## config.mk

```make
export PLATFORM = sky130hd
export DESIGN_NAME = keypad_event_filter_flat
export DESIGN_NICKNAME = d
export VERILOG_FILES = /design/src/rtl/keypad_event_filter_pkg.sv /design/src/rtl/keypad_event_filter_if.sv /design/src/rtl/keypad_event_fifo.sv /design/src/rtl/keypad_event_filter.sv /design/src/flat_wrapper.sv
export SDC_FILE = /design/constraint.sdc
export NUM_CORES = 1
export LEC_CHECK = 0
export CAP_MARGIN = 20
export CORE_UTILIZATION = 52
export CTS_CLUSTER_DIAMETER = 60
export DETAILED_ROUTE_END_ITERATION = 8
export PLACE_DENSITY = 0.72
export SYNTH_ARGS = -nofsm -noshare
export SYNTH_HDL_FRONTEND = slang
export SYNTH_SLANG_ARGS = --single-unit
```

## constraint.sdc

```tcl
create_clock -name clk -period 2.25 [get_ports clk]
set_clock_uncertainty 0.05 [all_clocks]
set_input_delay 0.45 -clock clk [delete_from_list [all_inputs] [get_ports clk]]
set_output_delay 0.45 -clock clk [all_outputs]
set_load 0.02 [all_outputs]
```

## src/rtl/keypad_event_filter_pkg.sv

```systemverilog
// keypad_pkg: shared types and constants for the keypad event filter.
//
// Contents
//   state_t   : filter FSM states (IDLE, CAND, HELD)
//   verdict_t : per-frame verdict (NONE, CONFLICT, KEY)
//   KEY_*     : key codes the game uses for the four arrows
//   DEF_FRAME_CYCLES : one full 4-column scan frame at 100 MHz
//   frame_verdict()  : reduces a frame's hit/conflict flags to a verdict
package keypad_pkg;

    typedef enum logic [1:0] {
        IDLE = 2'd0,
        CAND = 2'd1,
        HELD = 2'd2
    } state_t;

    typedef enum logic [1:0] {
        NONE     = 2'd0,
        CONFLICT = 2'd1,
        KEY      = 2'd2
    } verdict_t;

    localparam logic [3:0] KEY_UP    = 4'h2;
    localparam logic [3:0] KEY_LEFT  = 4'h4;
    localparam logic [3:0] KEY_RIGHT = 4'h6;
    localparam logic [3:0] KEY_DOWN  = 4'h8;

    localparam int DEF_FRAME_CYCLES = 400000;

    // A conflict outranks a hit: two different keys in one frame are
    // treated as no usable key at all.
    function automatic verdict_t frame_verdict(input logic hit, input logic conflict);
        if (conflict) begin
            return CONFLICT;
        end else if (hit) begin
            return KEY;
        end
        return NONE;
    endfunction

endpackage

```

## src/rtl/keypad_event_filter_if.sv

```systemverilog
// keypad_event_filter_if: key-event handshake between the filter and the
// game logic.
//
// Signals
//   evt_valid : producer has a head event
//   evt_ready : consumer accepts the head event
//   evt_key   : head event key code
//
// Handshake: an event transfers on every rising clk edge where
// evt_valid && evt_ready. While evt_valid=1 and evt_ready=0 the producer
// holds evt_valid and evt_key unchanged. evt_ready may be asserted at any
// time, including while evt_valid=0 (no transfer then).
interface keypad_event_filter_if;
    logic       evt_valid;
    logic       evt_ready;
    logic [3:0] evt_key;

    modport master (output evt_valid, output evt_key, input evt_ready);
    modport slave  (input evt_valid, input evt_key, output evt_ready);
endinterface

```

## src/rtl/keypad_event_fifo.sv

```systemverilog
// keypad_event_fifo: small first-word-fall-through FIFO for key events.
//
// Ports
//   clk, rst_n : clock, synchronous active-low reset (empties the FIFO)
//   push, din  : write request and data
//   pop        : read request; ignored while empty
//   dout       : head entry while non-empty, 0 while empty
//   full/empty : occupancy flags
//   drop       : push refused this cycle (full and no pop in the same cycle)
module keypad_event_fifo #(
    parameter int DEPTH = 4,
    parameter int WIDTH = 4
) (
    input  logic             clk,
    input  logic             rst_n,
    input  logic             push,
    input  logic [WIDTH-1:0] din,
    input  logic             pop,
    output logic [WIDTH-1:0] dout,
    output logic             full,
    output logic             empty,
    output logic             drop
);

    localparam int AW = $clog2(DEPTH);
    localparam logic [AW:0] DEPTH_N = (AW + 1)'(DEPTH);

    logic [WIDTH-1:0] mem [DEPTH];
    logic [AW-1:0]    wr_ptr;
    logic [AW-1:0]    rd_ptr;
    logic [AW:0]      count;
    logic             push_ok;
    logic             pop_ok;

    assign empty   = (count == '0);
    assign full    = (count == DEPTH_N);
    assign pop_ok  = pop & ~empty;
    // A full FIFO still accepts a push when the head leaves in the same cycle.
    assign push_ok = push & (~full | pop_ok);
    assign drop    = push & full & ~pop_ok;
    assign dout    = empty ? '0 : mem[rd_ptr];

    always_ff @(posedge clk) begin
        if (!rst_n) begin
            wr_ptr <= '0;
            rd_ptr <= '0;
            count  <= '0;
        end else begin
            if (push_ok) begin
                wr_ptr <= wr_ptr + 1'b1;
            end
            if (pop_ok) begin
                rd_ptr <= rd_ptr + 1'b1;
            end
            case ({push_ok, pop_ok})
                2'b10:   count <= count + 1'b1;
                2'b01:   count <= count - 1'b1;
                default: count <= count;
            endcase
        end
    end

    // Storage needs no reset: dout is gated by empty.
    always_ff @(posedge clk) begin
        if (push_ok) begin
            mem[wr_ptr] <= din;
        end
    end

endmodule

```

## src/rtl/keypad_event_filter.sv

```systemverilog
// keypad_event_filter: turns the column scanner's key_value/key_pressed
// levels into debounced single-shot key events plus a debounced held level.
//
// Each scan frame of FRAME_CYCLES clocks is reduced to one verdict (NONE,
// CONFLICT or KEY(k)) in its last cycle. A key must give STABLE_FRAMES
// consecutive KEY(k) verdicts before one event is queued in an FWFT FIFO.
//
// Ports
//   clk, rst_n  : clock, synchronous active-low reset
//   key_value   : decoded key code from the scanner
//   key_pressed : scanner saw a key in the current column
//   evt         : event handshake (evt_valid/evt_ready/evt_key), master side
//   held        : debounced key-held level
//   held_key    : held key code while held=1, else 0
//   overflow    : one-cycle pulse when an event is dropped on a full FIFO
//   dbg_state   : current FSM state
//
// Build option
//   KEYPAD_AUTOREPEAT_EN : while HELD, emit a repeat event every
//                          REPEAT_FRAMES KEY(held_key) verdicts.
module keypad_event_filter
    import keypad_pkg::*;
#(
    parameter int FRAME_CYCLES  = DEF_FRAME_CYCLES,
    parameter int STABLE_FRAMES = 3,
    parameter int FIFO_DEPTH    = 4,
    parameter int REPEAT_FRAMES = 50
) (
    input  logic                          clk,
    input  logic                          rst_n,
    input  logic [3:0]                    key_value,
    input  logic                          key_pressed,
    keypad_event_filter_if.master         evt,
    output logic                          held,
    output logic [3:0]                    held_key,
    output logic                          overflow,
    output state_t                        dbg_state
);

    localparam int FW = $clog2(FRAME_CYCLES);
    localparam logic [FW-1:0] FRAME_LAST = FW'(FRAME_CYCLES - 1);
    localparam logic [4:0]    STABLE_N   = 5'(STABLE_FRAMES);

    if (!(FRAME_CYCLES >= 8 && STABLE_FRAMES >= 1 && STABLE_FRAMES <= 15 &&
          FIFO_DEPTH >= 2 && (FIFO_DEPTH & (FIFO_DEPTH - 1)) == 0 &&
          REPEAT_FRAMES >= 1)) begin : g_bad_params
        $error("keypad_event_filter: illegal parameter combination");
    end

    // ------------------------------------------------------------------
    // Frame accumulation
    // ------------------------------------------------------------------
    logic [FW-1:0] frame_cnt;
    logic          frame_wrap;
    logic          hit;
    logic [3:0]    hit_key;
    logic          conflict;

    logic          samp_hit;
    logic [3:0]    samp_key;
    logic          samp_conflict;
    verdict_t      verdict;

    assign frame_wrap = (frame_cnt == FRAME_LAST);

    // The verdict includes the sample taken in the wrap cycle itself.
    assign samp_hit      = hit | key_pressed;
    assign samp_key      = hit ? hit_key : key_value;
    assign samp_conflict = conflict | (hit & key_pressed & (key_value != hit_key));
    assign verdict       = frame_verdict(samp_hit, samp_conflict);

    always_ff @(posedge clk) begin
        if (!rst_n) begin
            frame_cnt <= '0;
            hit       <= 1'b0;
            hit_key   <= '0;
            conflict  <= 1'b0;
        end else if (frame_wrap) begin
            frame_cnt <= '0;
            hit       <= 1'b0;
            hit_key   <= '0;
            conflict  <= 1'b0;
        end else begin
            frame_cnt <= frame_cnt + 1'b1;
            if (key_pressed) begin
                if (!hit) begin
                    hit     <= 1'b1;
                    hit_key <= key_value;
                end else if (key_value != hit_key) begin
                    conflict <= 1'b1;
                end
            end
        end
    end

    // ------------------------------------------------------------------
    // Debounce FSM: state register / next-state / outputs
    // ------------------------------------------------------------------
    state_t     state;
    state_t     state_n;
    logic [3:0] cand;
    logic [3:0] cand_n;
    logic [3:0] cnt;
    logic [3:0] cnt_n;
    logic [4:0] cnt_inc;
    logic       emit;
    logic       emit_q;

`ifdef KEYPAD_AUTOREPEAT_EN
    localparam int RW = $clog2(REPEAT_FRAMES + 1);
    localparam logic [RW:0] REPEAT_N = (RW + 1)'(REPEAT_FRAMES);
    logic [RW-1:0] rep_cnt;
    logic [RW-1:0] rep_cnt_n;
    logic [RW:0]   rep_inc;
    assign rep_inc = {1'b0, rep_cnt} + 1'b1;
`endif

    assign cnt_inc = {1'b0, cnt} + 5'd1;

    always_ff @(posedge clk) begin
        if (!rst_n) begin
            state <= IDLE;
            cand  <= '0;
            cnt   <= '0;
`ifdef KEYPAD_AUTOREPEAT_EN
            rep_cnt <= '0;
`endif
        end else begin
            state <= state_n;
            cand  <= cand_n;
            cnt   <= cnt_n;
`ifdef KEYPAD_AUTOREPEAT_EN
            rep_cnt <= rep_cnt_n;
`endif
        end
    end

    always_comb begin
        state_n = state;
        cand_n  = cand;
        cnt_n   = cnt;
        emit    = 1'b0;
`ifdef KEYPAD_AUTOREPEAT_EN
        rep_cnt_n = rep_cnt;
`endif
        if (frame_wrap) begin
            case (state)
                IDLE: begin
                    if (verdict == KEY) begin
                        cand_n = samp_key;
                        cnt_n  = 4'd1;
                        if (STABLE_FRAMES == 1) begin
                            state_n = HELD;
                            emit    = 1'b1;
`ifdef KEYPAD_AUTOREPEAT_EN
                            rep_cnt_n = '0;
`endif
                        end else begin
                            state_n = CAND;
                        end
                    end
                end
                CAND: begin
                    if (verdict == KEY) begin
                        if (samp_key == cand) begin
                            cnt_n = cnt_inc[3:0];
                            if (cnt_inc >= STABLE_N) begin
                                state_n = HELD;
                                emit    = 1'b1;
`ifdef KEYPAD_AUTOREPEAT_EN
                                rep_cnt_n = '0;
`endif
                            end
                        end else begin
                            cand_n = samp_key;
                            cnt_n  = 4'd1;
                        end
                    end else begin
                        state_n = IDLE;
                    end
                end
                HELD: begin
                    if (verdict == NONE) begin
                        state_n = IDLE;
                    end else if (verdict == KEY) begin
                        if (samp_key == cand) begin
`ifdef KEYPAD_AUTOREPEAT_EN
                            if (rep_inc >= REPEAT_N) begin
                                emit      = 1'b1;
                                rep_cnt_n = '0;
                            end else begin
                                rep_cnt_n = rep_inc[RW-1:0];
                            end
`endif
                        end else begin
                            cand_n  = samp_key;
                            cnt_n   = 4'd1;
                            // With single-frame acceptance the new key is
                            // already stable; otherwise it starts as a
                            // fresh candidate.
                            if (STABLE_FRAMES == 1) begin
                                emit = 1'b1;
`ifdef KEYPAD_AUTOREPEAT_EN
                                rep_cnt_n = '0;
`endif
                            end else begin
                                state_n = CAND;
                            end
                        end
                    end
                    // CONFLICT while HELD: keep holding, no event.
                end
                default: state_n = IDLE;
            endcase
        end
    end

    always_comb begin
        held      = (state == HELD);
        held_key  = (state == HELD) ? cand : 4'h0;
        dbg_state = state;
    end

    // ------------------------------------------------------------------
    // Event queue
    // ------------------------------------------------------------------
    logic       fifo_full;
    logic       fifo_empty;
    logic       fifo_drop;
    logic       fifo_pop;
    logic [3:0] fifo_dout;

    // The push lands one cycle after the verdict. cand cannot change in
    // that cycle because the next verdict is at least 8 cycles away.
    always_ff @(posedge clk) begin
        if (!rst_n) begin
            emit_q   <= 1'b0;
            overflow <= 1'b0;
        end else begin
            emit_q   <= emit;
            overflow <= fifo_drop;
        end
    end

    assign fifo_pop = ~fifo_empty & evt.evt_ready;

    keypad_event_fifo #(
        .DEPTH (FIFO_DEPTH),
        .WIDTH (4)
    ) u_fifo (
        .clk   (clk),
        .rst_n (rst_n),
        .push  (emit_q),
        .din   (cand),
        .pop   (fifo_pop),
        .dout  (fifo_dout),
        .full  (fifo_full),
        .empty (fifo_empty),
        .drop  (fifo_drop)
    );

    assign evt.evt_valid = ~fifo_empty;
    assign evt.evt_key   = fifo_dout;

endmodule

```

## src/flat_wrapper.sv

```systemverilog
// flat-port wrapper written by rule: the top's interface ports become plain ports
module keypad_event_filter_flat import keypad_pkg::*;
#(
    parameter int FRAME_CYCLES  = DEF_FRAME_CYCLES,
    parameter int STABLE_FRAMES = 3,
    parameter int FIFO_DEPTH    = 4,
    parameter int REPEAT_FRAMES = 50
)
  (clk, rst_n, key_value, key_pressed, held, held_key, overflow, dbg_state, evt_evt_valid, evt_evt_key, evt_evt_ready);
  keypad_event_filter_if evt_i ();
  input  logic clk;
  input  logic rst_n;
  input  logic [3:0] key_value;
  input  logic key_pressed;
  output logic held;
  output logic [3:0] held_key;
  output logic overflow;
  output state_t dbg_state;
  output wire logic [$bits(evt_i.evt_valid)-1:0] evt_evt_valid;
  output wire logic [$bits(evt_i.evt_key)-1:0] evt_evt_key;
  input wire logic [$bits(evt_i.evt_ready)-1:0] evt_evt_ready;
  assign evt_evt_valid = evt_i.evt_valid;
  assign evt_evt_key = evt_i.evt_key;
  assign evt_i.evt_ready = evt_evt_ready;
  keypad_event_filter #(.FRAME_CYCLES(FRAME_CYCLES), .STABLE_FRAMES(STABLE_FRAMES), .FIFO_DEPTH(FIFO_DEPTH), .REPEAT_FRAMES(REPEAT_FRAMES)) u_core (.clk(clk), .rst_n(rst_n), .key_value(key_value), .key_pressed(key_pressed), .evt(evt_i), .held(held), .held_key(held_key), .overflow(overflow), .dbg_state(dbg_state));
endmodule
```

==> flow_results.org <==
** Run status
- Run status :: complete, no violations

** Place
- The congestion estimate from routability-driven global placement came to 0.866.
- Summed over all nets, the half-perimeter wirelength after detailed placement is 3.99 mm.
- Cell Area, Placed :: 3480 um2
- Port buffering added 20 buffers.

** Layout
- Leaving out fill and tap cells, the most frequent cell in the layout is dfxtp_1.
- Relative to the synthesized area, the layout overhead comes to 28.8%.
- The net count of the finished layout is 375.
- Antenna Diode Count :: 0
- Layout cells sized above 1 :: 23.7%
- Post-route cell area :: approximately 3800 um2
- Most frequent cells in the layout :: 43 x dfxtp_1, 41 x nor2_1, 37 x buf_4

** Routing
- Mean routed wirelength per cell :: around 14 um
- In this run the remaining antenna-violating nets after routing total 0.
- For this block, the routed nets add up to 5.83 mm of wire.
- Remaining DRCs :: 0
- Vias per std cell :: 5.30
- Via count :: 2,286
- The first detailed-routing pass took 4 iterations.
- After the first detailed-routing iteration, the DRC count stood at 73.

** STA
- The number of slew-limit violations in the final report is 0.
- Final critical-path required period :: 2.17 ns
- Fin crit share :: 96.4%
- Final hold analysis gives a worst-case slack of 0.426 ns.
- At the pin with the least slew margin, the transition time is 0.413 ns.
- Setup violations remaining at the end of the flow were counted as 0.
- Hold Vio Cnt, Final :: 0
- Based on the critical path, the design can be clocked at up to 0.461 GHz.
- The worst pin sits at a relative slew slack of 72.3%.

** Power and ir drop
- Highest ir drop seen on vdd :: 0.437 mV
- For this design the ratio of total power to cell area is 583 nW/um2.
- Power Total :: 2230 uW
- LEAKAGE :: 0.00143 uW

** Critical path
- Worst setup EP type :: output port
- Top delay family on crit path :: multiplexers
- Worst Path Buf+Inv :: 1
- On the worst path, the slowest cell contributes a delay of 0.49 ns.
- Cell breakdown of the critical path :: mux4_2 > and2_1 > dlygate4sd2_1
- Of all nets on the critical path, the largest fanout is 4.
- Launching element type of the critical path :: flop
- Required time reported for the critical path endpoint :: 1.75 ns
- Master of the slowest instance on the critical path :: mux4_2
- By startpoint and endpoint, the worst setup path is classified as reg -> out.
- Critical Path AT :: 1.67 ns

** Global route
- The via count of the first global-routing pass came to roughly 2,200.
- Aggregate global routing overflow :: 0
- Global-route wire length before repair :: ~9.8 mm
- In the global route stage, overall resource usage came out at a little over a fifth.
- Maximum number of pins on one net before global-route repair :: 20
- The initial antenna violation count is 0.

** Clock tree
- Number of buffers inserted for hold repair after clock tree synthesis :: 0
- Counting the buffers created by CTS gives 9.
- Clock tree synthesis found a total of 62 sinks.
- Buffer cell driving the clock tree root :: clkbuf_8
- Total number of H-tree levels :: 3
- Clock-pin slew was measured on the worst setup and hold paths at 0.06 ns.
- Clock tree from TritonCTS :: done
- At the later pin of the worst-skew pair, clock insertion delay measures 0.32 ns.
- Buffers from clock root to sink, at most :: 2

** Floorplan
- For this design the top-level I/O count stands at 21.
- In this run the horizontal extent of the chip is 77.6 um.
- In this run the vertical extent of the chip is between 70 and 80 um.
- The initial utilization of the core area, before any placement, comes to 53.9%.
- The floorplan has 27 rows.
- Core box area :: between 5000 and 6000 um2
- The die covers roughly 6000 um2.

** Synthesis
- Number of warnings reported in the yosys synthesis log :: 0
- Leading register cell type out of synthesis :: dfxtp_1
- Number of synthesized register bits :: 62
- Proportion of register bits with asynchronous set or reset after synthesis :: 0%
- EDFF count, synth :: 16
- Synthesis handed over a netlist of 293 instances.
- Number of distinct library cells after synthesis :: approximately 50
- Portion of the post-synthesis area used by sequential elements :: 47.2%
- Total nets after synthesis :: 314
- In this run the mean area of a mapped cell was 10.1 um2.
- Cell Area, Synth :: 2970 um2

** Worst hold path
- HP Class :: reg -> reg

** Job
- Max Cap Violations :: 0
==> routing by layer <==
layer	wire length (um)	vias up	track usage, %
li1	-	1155	-
met1	2480	1080	22.5
met2	3050	34	38.3
met3	123	17	4.82
met4	177	0	13.2
met5	0	-	0
==> kinds of logic (layout without fill, tap and decap cells) <==
logic type | count (synthesis) | after routing | share of synthesized area, %
and+or+nand+nor | 117 | 117 | 20.5
DFF | 62 | 62 | 47.2
AOI/OAI and AO/OA | 33 | 33 | 8.01
xor gates and xnor gates | 31 | 31 | 9.14
buffers and inverters | 24 | 90 | 3.33
adders and majority gates | 13 | 13 | 5.73
muxes | 13 | 13 | 6.07
==> registers in the layout, indices dropped and copies added, names as in the netlist, named ones only <==
name / flops
u_core.dbg_state: 2
u_core.hit: 1
u_core.u_fifo.rd_ptr: 2
u_core.overflow: 1
u_core.u_fifo.wr_ptr: 2
u_core.u_fifo.count: 3
u_core.u_fifo.mem: 16
u_core.emit_q: 1
u_core.frame_cnt: 19
u_core.cnt: 4
u_core.conflict: 1
u_core.cand: 4
u_core.hit_key: 4
==> cell usage after synthesis (2+ instances only) <==
library cell	instances	area, um2
a21oi_1	10	50.1
a311oi_1	4	35.0
and2_1	15	93.8
and3_1	4	25.0
clkbuf_1	6	22.5
dfxtp_1	46	921
edfxtp_1	16	480
ha_1	12	150
inv_1	14	52.6
mux2i_1	9	90.1
mux4_2	4	90.1
nand2_1	12	45.0
nand2b_1	2	12.5
nand3_1	9	45.0
nand3b_1	2	15.0
nand4_1	4	25.0
nor2_1	41	154
nor3_1	10	50.1
nor4_1	3	18.8
o21a_1	3	22.5
o21ai_0	6	30.0
or3_1	2	12.5
or4_1	3	22.5
or4b_2	2	20.0
xnor2_1	13	114
xor2_1	18	158
==> worst paths after layout <==
| check | start | end | slack [ns] | depth (start not counted) |
|---|---|---|---|---|
| max | flop | evt_evt_key[3] | 0.08 | 3 |
| min | u_core.emit_q | u_core.overflow | 0.43 | 1 |
| max reg2reg | u_core.hit | u_core.cnt[3] | 0.08 | 7 |
| min reg2reg | u_core.emit_q | u_core.overflow | 0.43 | 1 |
==> metrics by stage <==
step                      worst slack (ns)  TNS, ns  cells  util [%]
after global placement              -0.412    -3.94    408      63.1
after floorplan                     0.0279        0    293         -
after detailed placement            -0.460    -4.45    408      63.1
final                               0.0810        0    431      69.4
after global routing               -0.0167  -0.0167    431      69.4
after CTS                          -0.0192  -0.0192    430      68.0
==> report_power, final <==
group          switching, uW  leakage [uW]  internal [uW]
clock network            400     0.0000949            498
registers               14.2      0.000484           1150
logic                   83.4      0.000850           84.9
==> layout make-up <==
class	instances	area [um2]
Timing Repair Buffer	59	505
Inverter	15	56.3
Tap cell	72	90.1
Fill cell	424	1680
Sequential cell	62	1410
Clock buffer	10	128
Clock inverter	6	52.6
Multi-Input combinational cell	207	1580
==> worst reg2reg max path: cells and delay by family, from the launching register on <==
family	cells	cell delay, ns
AND/OR/NAND/NOR	3	0.89
buffers and inverters	1	0.15
flip-flops	1	0.37
AO/OA/AOI/OAI	1	0.14
multiplexers	1	0.25
XOR/XNOR	1	0.24
==> what timing repair did <==
item / in CTS / in global routing
endpoints found under the setup margin: 16 / 13
gates resized for setup: 24 / 19
setup buffers: 6 / 1
pin swaps: 3 / 10
Note: power is estimated with default switching activity, not from simulation.
